--- src/rtl/hub75_fb_arbiter.sv ---
// Two-requester write arbiter for the HUB75 framebuffer back buffer, with frame-aligned buffer swap.
// Optional saturating activity counters are compiled in when HUB75_ARB_STATS_EN is defined.
module hub75_fb_arbiter #(
  parameter int unsigned ADDR_W    = 13,
  parameter int unsigned DATA_W    = 24,
  parameter int unsigned MAX_BURST = 16
) (
  input  logic              clk,
  input  logic              rst_n,
  input  logic              m0_req,
  input  logic [ADDR_W-1:0] m0_addr,
  input  logic [DATA_W-1:0] m0_wdata,
  input  logic [2:0]        m0_wmask,
  output logic              m0_ack,
  input  logic              m1_req,
  input  logic [ADDR_W-1:0] m1_addr,
  input  logic [DATA_W-1:0] m1_wdata,
  input  logic [2:0]        m1_wmask,
  input  logic              m1_last,
  output logic              m1_ack,
  input  logic              swap_req,
  input  logic              frame_end,
`ifdef HUB75_ARB_STATS_EN
  output logic [15:0]       stat_m0_beats,
  output logic [15:0]       stat_m1_beats,
  output logic [15:0]       stat_swaps,
`endif
  output logic              fb_wen,
  output logic [ADDR_W:0]   fb_addr,
  output logic [DATA_W-1:0] fb_wdata,
  output logic [2:0]        fb_wmask,
  output logic              front_sel,
  output logic              swap_pending
);

  typedef enum logic [1:0] {IDLE, GNT0, GNT1} state_e;

  localparam int unsigned CNT_W = $clog2(MAX_BURST + 1);

  state_e              state_q;
  logic                last_grant_q;
  logic [CNT_W-1:0]    cnt_q;
  logic [CNT_W-1:0]    cnt_d;
  logic                front_q;
  logic                pend_q;
  logic                fb_wen_q;
  logic [ADDR_W:0]     fb_addr_q;
  logic [DATA_W-1:0]   fb_wdata_q;
  logic [2:0]          fb_wmask_q;
  logic                swap_take;
  logic                burst_done;

  always_comb begin
    m0_ack     = (state_q == GNT0) & m0_req;
    m1_ack     = (state_q == GNT1) & m1_req;
    // A swap only lands when nothing is granted or in flight, so no burst can straddle buffers.
    swap_take  = frame_end & (pend_q | swap_req) & (state_q == IDLE) & ~fb_wen_q;
    cnt_d      = cnt_q + CNT_W'(1);
    burst_done = m1_last | (cnt_d == CNT_W'(MAX_BURST));
  end

  always_ff @(posedge clk or negedge rst_n) begin
    if (!rst_n) begin
      state_q      <= IDLE;
      last_grant_q <= 1'b1;
      cnt_q        <= '0;
      front_q      <= 1'b0;
      pend_q       <= 1'b0;
      fb_wen_q     <= 1'b0;
      fb_addr_q    <= '0;
      fb_wdata_q   <= '0;
      fb_wmask_q   <= '0;
    end else begin
      fb_wen_q <= m0_ack | m1_ack;
      if (m0_ack) begin
        fb_addr_q  <= {~front_q, m0_addr};
        fb_wdata_q <= m0_wdata;
        fb_wmask_q <= m0_wmask;
      end else if (m1_ack) begin
        fb_addr_q  <= {~front_q, m1_addr};
        fb_wdata_q <= m1_wdata;
        fb_wmask_q <= m1_wmask;
      end

      if (swap_take) begin
        front_q <= ~front_q;
        pend_q  <= 1'b0;
      end else if (swap_req) begin
        pend_q  <= 1'b1;
      end

      case (state_q)
        IDLE: begin
          cnt_q <= '0;
          if (!swap_take) begin
            if (m0_req && m1_req) state_q <= last_grant_q ? GNT0 : GNT1;
            else if (m0_req)      state_q <= GNT0;
            else if (m1_req)      state_q <= GNT1;
          end
        end
        GNT0: begin
          state_q <= IDLE;
          if (m0_req) last_grant_q <= 1'b0;
        end
        GNT1: begin
          if (!m1_req) begin
            state_q <= IDLE;
          end else begin
            cnt_q <= cnt_d;
            if (burst_done) begin
              state_q      <= IDLE;
              last_grant_q <= 1'b1;
            end
          end
        end
        default: state_q <= IDLE;
      endcase
    end
  end

  assign fb_wen       = fb_wen_q;
  assign fb_addr      = fb_addr_q;
  assign fb_wdata     = fb_wdata_q;
  assign fb_wmask     = fb_wmask_q;
  assign front_sel    = front_q;
  assign swap_pending = pend_q;

`ifdef HUB75_ARB_STATS_EN
  logic [15:0] st_m0_q, st_m1_q, st_sw_q;

  always_ff @(posedge clk or negedge rst_n) begin
    if (!rst_n) begin
      st_m0_q <= '0;
      st_m1_q <= '0;
      st_sw_q <= '0;
    end else begin
      if (m0_ack && st_m0_q != '1)    st_m0_q <= st_m0_q + 16'd1;
      if (m1_ack && st_m1_q != '1)    st_m1_q <= st_m1_q + 16'd1;
      if (swap_take && st_sw_q != '1) st_sw_q <= st_sw_q + 16'd1;
    end
  end

  assign stat_m0_beats = st_m0_q;
  assign stat_m1_beats = st_m1_q;
  assign stat_swaps    = st_sw_q;
`endif

endmodule
--- config.mk ---
export PLATFORM = sky130hd
export DESIGN_NAME = hub75_fb_arbiter
export DESIGN_NICKNAME = d
export VERILOG_FILES = /design/src/rtl/hub75_fb_arbiter.sv
export SDC_FILE = /design/constraint.sdc
export NUM_CORES = 1
export LEC_CHECK = 0
export BUFFER_PORTS_ARGS = -buffer_cell sky130_fd_sc_hd__buf_2
export CORE_UTILIZATION = 45
export CTS_BUF_LIST = sky130_fd_sc_hd__clkbuf_8
export CTS_CLUSTER_DIAMETER = 80
export DETAILED_ROUTE_END_ITERATION = 6
export PLACE_DENSITY_LB_ADDON = 0.12
export SYNTH_ARGS = -nofsm -noshare
export SYNTH_HDL_FRONTEND = slang
export SYNTH_SLANG_ARGS = --single-unit
--- constraint.sdc ---
create_clock -name clk -period 2.9 [get_ports clk]
set_clock_uncertainty 0.05 [all_clocks]
set_input_delay 0.435 -clock clk [delete_from_list [all_inputs] [get_ports clk]]
set_output_delay 0.435 -clock clk [all_outputs]
set_load 0.03 [all_outputs]
# Yosys cells after proc, flatten, opt, wreduce, memory -nomap -nowiden
# Cells that the tools add are included.
[totals]
regBits = 52
out_inout_bits = 46
[op_classes]
bitwise = 10
reduce_logical = 9
n_mux = 22
n_addsub = 1
eq_ne = 9
[op_table]
columns = ["operator", "n"]
rows = [
  ["24-bit two-way mux", 2],
  ["14-bit two-way mux", 2],
  ["2-bit two-way mux", 7],
  ["5-bit one-hot mux with 2 select lines", 1],
  ["2-bit inequality test, second input constant", 4],
  ["2-bit nonzero test", 4],
  ["3-bit two-way mux", 2],
  ["5-bit by 1-bit adder with 5-bit output, second input constant", 1],
  ["1-bit AND", 5],
  ["5-bit == test, second input constant", 1],
  ["1-bit two-way mux", 5],
  ["5-bit two-way mux", 1],
  ["4-bit by 3-bit inequality test with 1-bit output, second input constant", 1],
  ["2-bit one-hot mux with 2 select lines", 1],
  ["4-bit AND reduction", 1],
  ["3-bit inequality test, second input constant", 1],
  ["1-bit bitwise OR", 3],
  ["3-bit AND reduction", 1],
  ["2-bit by 1-bit == test with 1-bit output, second input constant", 1],
  ["2-bit == test, second input constant", 1],
  ["2-bit logical NOT", 1],
  ["1-bit NOT", 2],
  ["1-bit one-hot mux with 2 select lines", 1],
  ["2-bit AND reduction", 1],
  ["1-bit logical AND", 1],
]

# Depth between registers and ports, before layout
[depth]
ltp_word = 6
depth_mapped = 5

# Worst setup path before layout
# OpenSTA, ideal clock, no wires.
[synth_timing]
path_type = "input port to output port"
startpoint = "input m0_req"
endpoint = "output m0_ack"
stages = 3
arrival_time_ps = 996
n_path_buf = 1
setup_slack_ps = 1419
required_time_ps = 2415
path_cell_list = "nand2_1 nor2_2 buf_2"
[synth_via]
elab_chain_cells = 1
[synth_rtl]
columns = ["item", "line_no", "text"]
rows = [
  ["start: declaration", "10", "input logic m0_req,"],
  ["1-bit AND", "54", "m0_ack = (state_q == GNT0) & m0_req;"],
  ["end: declaration", "14", "output logic m0_ack,"],
]
# No other way between the ends.

# Final worst setup path
[layout_timing]
startpoint = "register state_q[1]"
endpoint = "output m1_ack"
[layout_via]
elab_chain_cells = 2
[layout_rtl]
columns = ["item", "line_no", "text"]
rows = [
  ["start: declaration", "40", "state_e state_q;"],
  ["start signal: assignment", "96", "if (m0_req && m1_req) state_q <= last_grant_q ? GNT0 : GNT1;"],
  ["2-bit == test", "55", "m1_ack = (state_q == GNT1) & m1_req;"],
  ["1-bit AND", "55", ""],
  ["end: declaration", "20", "output logic m1_ack,"],
]
# No other way between the ends.

==> results.py <==
metrics = {
    "place": {
        "numPortBuffers": 132,
        "dp_cells": 426,
        "dp_slack_ns": 1.299,
        "dp_hpwl_um": 3979,
        "placed_area_sq_um": 3118,
        "gp_congestion": 0.7878,
    },
    "logic_synthesis": {
        "synth.mux.area_fraction_pct": 16.66,
        "ys.warnings.count": 0,
        "syn_nets": 319,
        "synth-seq-cells": 52,
        "synth_cell_types": 29,
        "synth_top_family_by_area": "multiplexers",
        "syn-instance-count": 231,
        "avgSynthCellArea_sq_um": 10.41,
        "synth_compound_area_share_pct": 12.13,
        "netlist_area_sq_um": 2404,
        "synth_enable_flop_cells": 0,
        "yosys.area_share.adder_pct": 0.5206,
        "ys_seq_area_share_pct": 54.19,
        "synth-async-reset-ratio_pct": 100.0,
        "synth_simple_gate_area_share_pct": 11.61,
        "ys.flop_type": "dfrtp_1",
        "synthXorXnorAreaFrac_pct": 1.093,
    },
    "sta": {
        "fmax_mhz": 542.8,
        "max-slew-margin-rel_pct": 69.56,
        "post-route-period-util_pct": 63.53,
        "slew_violations": 0,
        "hold_viol_final": 0,
        "max_slew.worst_pin.slew_ns": 0.4565,
        "holdWs_ns": 0.07952,
        "final.setup.tns_ns": 0,
        "setup-violations-final": 0,
        "rsz0062_at_grt": "no",
        "finalWorstSetupSlack_ns": 1.058,
        "min_period_ns": 1.842,
    },
    "layout": {
        "multi_input_area_sq_um": 1015,
        "ff_latch_area_sq_um": 1303,
        "final_area_sq_um": 3208,
        "stdcell_count": 434,
        "area_growth_pct": 33.47,
        "layout_common_cells": "132 x buf_2, 51 x dfrtp_1, 47 x nand2_1",
        "nFillCells": 463,
        "final_common_cell": "buf_2",
        "drive_gt1_share_pct": 40.93,
        "nets": 451,
        "diodes": 0,
    },
    "grt": {
        "grt_pass1_wl_um": 8204,
        "antenna_found_initial": 0,
        "overflow": 0,
        "grt_use_total_pct": 18.98,
        "grt_pass1_vias": 1937,
        "grt_start_max_net_pins": 48,
    },
    "worst_setup_path": {
        "critPathMaxFanout": 7,
        "timing.rr.start": "state_q[1]",
        "required_ns": 2.41,
        "end_kind": "primary output",
        "max_stage_delay_ns": 0.46,
        "crit_chain": "nand3b_2, clkinv_1, buf_2",
        "crit_type": "flip-flop to primary output",
        "reg2reg_slack_ns": 1.36,
        "critPathLaunchType": "flip-flop",
        "crit_path_top_delay_cell": "dfrtp_1",
        "rr_endpoint": "fb_wdata[14]",
        "rr_worst_depth": 4,
        "worstPathArrival_ns": 1.36,
    },
    "worst_hold_path": {
        "hold_class": "input port to async pin",
    },
    "cts": {
        "path_clk_slew_ns": 0.09,
        "clock-sinks": 52,
        "cts_tree": "yes",
        "cts_resized": 0,
        "cts.path.max_buffers": 2,
        "clockRootBuffer": "clkbuf_8",
        "insertion_delay_ns": 0.29,
        "cts_made_buffers": 5,
        "cts_setup_buffers": 0,
        "hold_buffers": 0,
        "cts_max_level": 2,
    },
    "status": {
        "outcome": "finished, final reports clean",
    },
    "route": {
        "viasPerCell": 4.926,
        "wl_per_cell_um": 12.61,
        "firstDrtPassIters": 4,
        "drc": 0,
        "dr_total_vias": 2138,
        "ant_nets": 0,
        "first_iter_violations": 123,
        "wl_um": 5473,
    },
    "die": {
        "die_area_sq_um": 5638,
        "die_w_um": 75.09,
        "initial_core_util_pct": 46.76,
        "io_pins": 133,
        "die_h_um": 75.09,
        "rows": 26,
        "coreArea_sq_um": 5140,
    },
    "power": {
        "vdd_drop_max_uv": 471.1,
        "power_density_nw_per_um2": 1002,
        "leakagePower_nw": 1.809,
    },
    "run": {
        "cap_violations": 0,
    },
}
==> metal layers <==
layer | routed length, um | track usage, % | up-vias
met5 | 0 | 0 | -
met1 | 2478 | 24.20 | 986
met4 | 45 | 6.918 | 0
li1 | - | - | 1059
met3 | 325 | 3.079 | 5
met2 | 2623 | 32.63 | 88
==> critical path: cells and delay by family, from the launching register on <==
family        cells  cell delay (ns)
buf+inv           2             0.46
flops             1             0.46
simple gates      1             0.14
==> logic make-up after synthesis <==
| kind of cell | after synthesis |
|---|---|
| compound gates | 55 |
| buf+inv | 15 |
| fa+ha+maj | 1 |
| flops | 52 |
| simple gates | 65 |
| xor+xnor | 3 |
| mux | 40 |
==> state kept, by name (all words and copies together), names as in the netlist, 2 cells and up <==
| signal | count |
|---|---|
| fb_addr | 14 |
| state_q | 2 |
| cnt_q | 5 |
| fb_wdata | 24 |
| fb_wmask | 3 |
==> synth_stat cells (2+ instances only) <==
cell	number	share of area, %
dfrtp_1	51	53
nand2_1	47	7.3
mux2i_1	40	17
o21ai_0	28	5.8
o21ai_1	20	4.2
buf_2	6	1.2
nand3_1	5	1.0
nor2_1	5	0.78
a21oi_1	4	0.83
buf_6	3	1.4
clkbuf_1	2	0.31
nand4_1	2	0.52
xor2_1	2	0.73
==> worst max-delay path by stage <==
stage	slack (ns)	cells after the start	start	end
floorplan	1.42	3	m0_req	m0_ack
global placement	1.32	5	m1_req	fb_addr[3]
detailed placement	1.30	5	m1_req	fb_wdata[14]
CTS	1.07	3	state_q[1]	m1_ack
global route	0.98	3	state_q[1]	m1_ack
finish	1.06	3	state_q[1]	m1_ack
==> where the power goes <==
group          leakage, nW  switching (W)  total (W)  internal, W
combinational         1.12        0.00105    0.00156     0.000513
sequential           0.640       0.000188    0.00124      0.00105
clock               0.0538       0.000225   0.000414     0.000188
==> per-stage QoR <==
step	utilization (%)	power, W
global placement	60.66	0.002796
global route	62.41	0.003426
floorplan	-	0.002333
CTS	62.41	0.003248
finish	62.41	0.003215
detailed placement	60.66	0.002828
==> cell type report <==
type                       count  share of cell area, %
tap                           70                  2.730
inverter                       2                 0.2340
timing repair buffer         138                  22.00
sequential                    52                  40.60
multi-input combinational    164                  31.63
clock buffer                   6                  2.574
clock inverter                 2                 0.2340
Power figures use the tool's default switching activity.
